### src/rtl/seg_scan_ctrl.sv
// seg_scan_ctrl: time-multiplexed 7-segment scan controller with a per-slot blanking gap and frame-synchronous double buffering.
// Optional leading-zero blanking is enabled by defining SEG_SCAN_LZB_EN.
module seg_scan_ctrl #(
    parameter int N_DIGITS  = 4,
    parameter int SCAN_DIV  = 100000,
    parameter int BLANK_CYC = 1000
) (
    input  logic                  clk,
    input  logic                  rst_n,
    input  logic                  en,
    input  logic                  upd,
    input  logic [5*N_DIGITS-1:0] digits_in,
    output logic [4:0]            dig_code,
    output logic [N_DIGITS-1:0]   an,
    output logic                  frame_tick,
    output logic                  pending
);
    localparam int TW = $clog2(SCAN_DIV);
    localparam int IW = N_DIGITS > 1 ? $clog2(N_DIGITS) : 1;
    localparam int DW = 5 * N_DIGITS;

    logic [TW-1:0]       timer_q, timer_d;
    logic [IW-1:0]       idx_q, idx_d;
    logic [DW-1:0]       staging_q, staging_d, shadow_q, shadow_d;
    logic                pending_q, pending_d;
    logic [N_DIGITS-1:0] an_q, an_d;
    logic [4:0]          dig_code_q, dig_code_d;
    logic                frame_tick_q, frame_tick_d;
    logic                slot_end, boundary, lzb_d;

    always_comb begin
        slot_end  = en && timer_q == TW'(SCAN_DIV - 1);
        boundary  = slot_end && idx_q == IW'(N_DIGITS - 1);
        timer_d   = (!en || slot_end) ? '0 : timer_q + 1'b1;
        idx_d     = (!en || boundary) ? '0 : slot_end ? idx_q + 1'b1 : idx_q;
        staging_d = upd ? digits_in : staging_q;
        shadow_d  = (boundary && pending_q) ? staging_q : shadow_q;
        pending_d = upd || (pending_q && !boundary);
    end

`ifdef SEG_SCAN_LZB_EN
    logic lzb_q, hi_zero;

    // Decided once per slot from the shadow copy the slot will display.
    always_comb begin
        hi_zero = 1'b1;
        for (int k = 0; k < N_DIGITS; k++)
            if (k >= int'(idx_d) && shadow_d[5*k +: 5] != 5'd0) hi_zero = 1'b0;
        lzb_d = (timer_d == '0) ? (hi_zero && idx_d != '0) : lzb_q;
    end

    always_ff @(posedge clk or negedge rst_n)
        if (!rst_n) lzb_q <= 1'b0;
        else        lzb_q <= lzb_d;
`else
    assign lzb_d = 1'b0;
`endif

    // Outputs are derived from next state so they line up with the registered timer.
    always_comb begin
        an_d         = (en && timer_d >= TW'(BLANK_CYC) && !lzb_d) ? ~(N_DIGITS'(1) << idx_d) : '1;
        dig_code_d   = (timer_d == '0) ? shadow_d[5*int'(idx_d) +: 5] : dig_code_q;
        frame_tick_d = en && timer_d == TW'(SCAN_DIV - 1) && idx_d == IW'(N_DIGITS - 1);
    end

    always_ff @(posedge clk or negedge rst_n) begin
        if (!rst_n) begin
            timer_q      <= '0;
            idx_q        <= '0;
            staging_q    <= '0;
            shadow_q     <= '0;
            pending_q    <= 1'b0;
            an_q         <= '1;
            dig_code_q   <= '0;
            frame_tick_q <= 1'b0;
        end else begin
            timer_q      <= timer_d;
            idx_q        <= idx_d;
            staging_q    <= staging_d;
            shadow_q     <= shadow_d;
            pending_q    <= pending_d;
            an_q         <= an_d;
            dig_code_q   <= dig_code_d;
            frame_tick_q <= frame_tick_d;
        end
    end

    assign an         = an_q;
    assign dig_code   = dig_code_q;
    assign frame_tick = frame_tick_q;
    assign pending    = pending_q;
endmodule

### config.mk
export PLATFORM = sky130hd
export DESIGN_NAME = seg_scan_ctrl
export DESIGN_NICKNAME = d
export VERILOG_FILES = /design/src/rtl/seg_scan_ctrl.sv
export SDC_FILE = /design/constraint.sdc
export NUM_CORES = 1
export LEC_CHECK = 0
export CAP_MARGIN = 20
export CORE_ASPECT_RATIO = 0.9
export CORE_MARGIN = 2
export CORE_UTILIZATION = 55
export CTS_BUF_LIST = sky130_fd_sc_hd__clkbuf_8 sky130_fd_sc_hd__clkbuf_16
export CTS_CLUSTER_DIAMETER = 30
export CTS_CLUSTER_SIZE = 14
export DETAILED_ROUTE_END_ITERATION = 8
export GPL_TIMING_DRIVEN = 1
export PLACE_DENSITY = 0.87
export SLEW_MARGIN = 5
export SYNTH_ARGS = -nofsm -noshare
export SYNTH_HDL_FRONTEND = slang
export SYNTH_SLANG_ARGS = --single-unit
### constraint.sdc
create_clock -name clk -period 3.9 [get_ports clk]
set_clock_uncertainty 0.1 [all_clocks]
set_input_delay 0.975 -clock clk [delete_from_list [all_inputs] [get_ports clk]]
set_output_delay 0.975 -clock clk [all_outputs]
set_load 0.02 [all_outputs]
# Word level (Yosys, flattened, before mapping)
# Cells that the tools add are included.
# op_classes
addsub,2
mul,1
magnitude_cmp,1
eq_ne,4
n_shift,2
mux,5
bitwise_logic,1
reduce_logical,13
# op_table
operator,count
"== test 17 bit, second input constant",2
two-way mux 20 bit,1
variable part select 20 x 6 -> 5 bit,1
"adder 17 x 1 -> 17 bit, second input constant",1
">= comparator 17 x 10 -> 1 bit, second input constant",1
logical NOT 17 bit,1
two-way mux 17 bit,1
logical AND 1 bit,7
"multiplier 3 x 2 -> 5 bit, first input constant",1
"== test 2 bit, second input constant",2
two-way mux 2 bit,2
two-way mux 4 bit,1
NOT 4 bit,1
"<< shifter 1 x 2 -> 4 bit, first input constant",1
logical OR 1 bit,3
"adder 2 x 1 -> 2 bit, second input constant",1
logical NOT 1 bit,2
# word_totals
register_bits,70
in_bits,24
out_inout_bits,11
word_cells,37

# Longest topological paths before layout
# depth
word_depth,8
mapped_depth,12
mapped_depth_nobuf,8

# Least setup slack after synthesis
# No wires, ideal clock.
# synth_path
path_kind,register to register
startpoint,register timer_q[0]
endpoint,"register dig_code_q[0], in the netlist dig_code[0]"
setup_ns,0.128
t_arrival_ns,2.404
required_time_ns,3.672
path_slack_ns,1.269
path_stages_with_launch,13
path_buffers,4
period_less_slack_ns,2.631
path_cell_list,dfrtp_1 ha_1 and4_1 buf_4 and4_1 buf_6 and4_1 clkbuf_1 buf_6 mux2i_1 o22a_1 o221ai_1 mux2_1
# synth_via
elab_chain_len,7
elab_cells_between_ends,14
classes_between,add/sub: 1; mul: 1; eq/ne: 1; shift: 1; mux: 4; reduce/logical: 6
# synth_lines
element,line_no,text
from (decl),22,"logic [TW-1:0] timer_q, timer_d;"
from (signal assigned),77,timer_q <= timer_d;
== test 17 bit,32,slot_end = en && timer_q == TW'(SCAN_DIV - 1);
logical AND 1 bit,32,
logical AND 1 bit,33,boundary = slot_end && idx_q == IW'(N_DIGITS - 1);
logical OR 1 bit,35,idx_d = (!en || boundary) ? '0 : slot_end ? idx_q + 1'b1 : idx_q;
two-way mux 2 bit,35,
multiplier 3 x 2 -> 5 bit,62,dig_code_d = (timer_d == '0) ? shadow_d[5*int'(idx_d) +: 5] : dig_code_q;
variable part select 20 x 6 -> 5 bit,62,
to (signal assigned),83,dig_code_q <= dig_code_d;
to (decl),27,"logic [4:0] dig_code_q, dig_code_d;"
# Several ways; a longest one is shown, not always the timed one.
# A chain may end at the register's enable or synchronous reset.

# Final worst setup path
# layout_path
startpoint,register timer_q[0]
endpoint,"register dig_code_q[4], in the netlist dig_code[4]"
# layout_via
elab_cells_between_ends,14
classes_between,add/sub: 1; mul: 1; eq/ne: 1; shift: 1; mux: 4; reduce/logical: 6
# layout_lines
element,line_no,text
branches (longest 3 deep; another with adder 17 x 1 -> 17 bit),n/a,
two-way mux 17 bit *,34,timer_d = (!en || slot_end) ? '0 : timer_q + 1'b1;
net timer_d[10],22,
logical NOT 17 bit *,62,
# Mark *: on every way through the listed nets, which the timed path passes.

==> summary.txt <==
Outcome
  – Run status: finished clean

Timing
  – Final hold violation count: 0
  – Worst Hold Slack: 0.381 ns
  – Worst-Margin Slew: 0.964 ns
  – Fmax: 319 MHz
  – TNS Setup: 0 ns
  – Rel. slew slack: a little over a third
  – Setup WS post-layout: between 0.7 and 0.8 ns
  – Period minus WS final: approximately 3.1 ns
  – RSZ-0062 raised after global routing: false
  – Period utilisation layout: between 80% and 90%
  – Max Slew Vio Count: 0
  – Final setup violation count: 0

Final layout
  – Fin area: between 0.003 and 0.004 sq mm
  – Leading cell type in the layout, fill and taps excluded: dfrtp_1
  – Core Util, Final: 67.4%
  – Diodes inserted: 0
  – Non-filler cells, final: just under 400
  – Area Overhead vs Synth: 18.4%
  – Share of cells above drive strength 1: 16.4%
  – Most frequent cells in the layout: 66 x dfrtp_1, 33 x clkdlybuf4s50_1, 23 x inv_1
  – Nets: between 300 and 400

CTS
  – CTS sink count: 70
  – Worst-Skew Late Latency: between 0.3 and 0.4 ns
  – Post-CTS sizing: 0
  – Root buffer cell: clkbuf_8
  – CTS H-tree depth: 3
  – CTS Buffer Depth: 2
  – Reg clk slew, reported paths: ~0.08 ns
  – TritonCTS clock tree: built
  – Post-CTS Setup Repair Bufs: 0
  – CTS Buf Count: 9
  – # hold bufs at CTS: 0

Power
  – Total Power: 1.44 mW
  – Seq pwr share: a little over half
  – Peak supply drop: between 0.3 and 0.4 mV
  – Combinational Power Share: ~6.0%
  – Clock share of power: approximately two fifths
  – Pwr dens: about 380 mW/mm^2
  – LEAKAGE: 1.74 nW
  – Switch Pwr: roughly 330 uW
  – Switching power share of the total: a little under a quarter
  – Internal power: roughly 1.1 mW

Routing
  – DRC: 0
  – DR vias: between 2000 and 2500
  – DRT antenna net count: 0
  – 1st-pass router iterations: 4
  – Post-DR vias/cell: about 5.7
  – Final wirelength: between 6 and 7 mm
  – WL/cell: approximately 17 um
  – DRT iter0 DRCs: around 100

Setup path
  – Worst setup EP type: flip-flop
  – CP max FO: 22
  – Startpoint Class: flip-flop
  – CP Class: flip-flop to flip-flop
  – Data arrival time of the critical path: 3.27 ns
  – Req. time, crit path: approximately 4 ns

Global routing
  – GR Layer Usage met1: 29.5%
  – Met3 Use GR: under 10%
  – Gr ovfl total: 0
  – Largest net degree at the start of global routing: 27
  – Grt peak-use layer: met2
  – Met2 GRT Util: 33.5%
  – Vias in the first global route: 2193
  – GRT Util Overall: between 20 and 25%
  – First-pass GRT wire length: between 10 and 15 mm
  – Initial antenna violation count: 0

Logic synthesis
  – Yosys warns: 0
  – EDFF count, synth: 0
  – Register area share after synthesis: between 50% and 60%
  – Post-Syn Area: around 0.0032 sq mm
  – Seq cells post-synth: 70
  – Mapped Cells: 272
  – Async S/R FF share, synth: 100%
  – Cells taking the most area after synthesis: dfrtp_1 51%, mux2_2 7.0%, mux2i_1 6.8%
  – Post-Syn Nets: between 200 and 300
  – Area fraction of the dominant cell type after synthesis: between 50% and 60%
  – Ys flop type: dfrtp_1
  – Post-synth top area cell: dfrtp_1
  – Synth Area per Inst: roughly 12 sq um
  – Synth cell types: just over 40

Placement
  – Post-DP HPWL: 4.56 mm
  – Dpl cell area: 0.00363 sq mm
  – GP Congestion: slightly below 0.9
  – Port-buffer cells: 34
  – Pre-CTS setup slack: between 0.6 and 0.7 ns
  – Dpl cells: 371

Die
  – Die W: between 80 and 90 um
  – Die Height: ~77 um
  – Initial Util: about 57%
  – Rows: 26
  – Core ar.: 0.00569 sq mm
  – Area of the die: 0.00652 sq mm
  – IO Pins: 35

Run
  – Max cap viols: 0

Hold path
  – Hold Path Class: flip-flop to flip-flop
## area by class of cell
| cell class | count | area, sq um |
|---|---|---|
| clock buffer | 10 | 138 |
| clock inverter | 6 | 70.1 |
| fill | 419 | 1860 |
| inverter | 23 | 86.3 |
| multi-input combinational | 170 | 1330 |
| sequential | 70 | 1760 |
| tap | 70 | 87.6 |
| timing repair buffer | 38 | 365 |
## metal layers
metal  up-vias  wire length [um]
met5         -                 0
met1      1093              3000
met2        65              3000
met4         0                63
li1       1045                 -
met3         8               318
## registers in the layout, summed over array words and instances, names as in the netlist
signal	cells
pending	1
idx_q	2
timer_q	17
frame_tick	1
an	4
dig_code	5
staging_q	20
shadow_q	20
## synth_stat cells, types with 2 or more instances
cell	number
nand3_1	7
nand3b_1	2
xnor2_1	7
clkbuf_1	4
mux2_1	5
and3_1	2
a21oi_1	4
o221ai_1	5
mux2_2	20
nor2_2	3
nor4_1	5
buf_6	3
a31oi_1	2
dfstp_2	4
or3_1	2
nor3_1	3
mux2i_1	22
nor4b_1	2
dfrtp_1	66
o22a_1	7
nor4_4	2
nor2_1	19
xor2_1	7
o21ai_0	4
nand2b_1	7
buf_4	2
inv_1	23
ha_1	2
nand2_1	9
nand4_1	7
and4_1	5
## power groups by stage
stage          Clock [mW]  Combinational [mW]  Sequential [mW]
6_report            0.593              0.0872            0.765
3_5_place_dp            0              0.0885            0.779
3_3_place_gp            0              0.0858            0.778
2_1_floorplan           0              0.0431            0.772
5_1_grt             0.644              0.0968            0.767
4_1_cts             0.607              0.0890            0.765
## kinds of logic after synthesis
family / share of synthesized area (%)
mux: 15.5
flops: 54.3
xor+xnor: 3.79
compound gates: 5.64
simple gates: 15.4
fa+ha+maj: 0.773
buf+inv: 4.64
## worst max-delay path, cell delays in order, from the launching register on
cell and delay (ns):
dfrtp_1 0.40, ha_1 0.26, and4_1 0.35, and4_1 0.45, nand2b_4 0.36, nor2_1 0.16
nor4_4 0.33, nand3_2 0.23, mux2_1 0.37
## path summary, 6_finish.rpt
check	from	slack, ns	end	cells after the start
setup / recovery	timer_q[0]	0.76	dig_code[4]	8
hold / removal	shadow_q[12]	0.38	shadow_q[12]	2
setup reg to reg	timer_q[0]	0.76	dig_code[4]	8
hold reg to reg	shadow_q[12]	0.38	shadow_q[12]	2
max in group asynchronous	rst_n	2.43	an[0]	2
min in group asynchronous	rst_n	0.52	staging_q[9]	1
(Power assumes the default switching activity.)
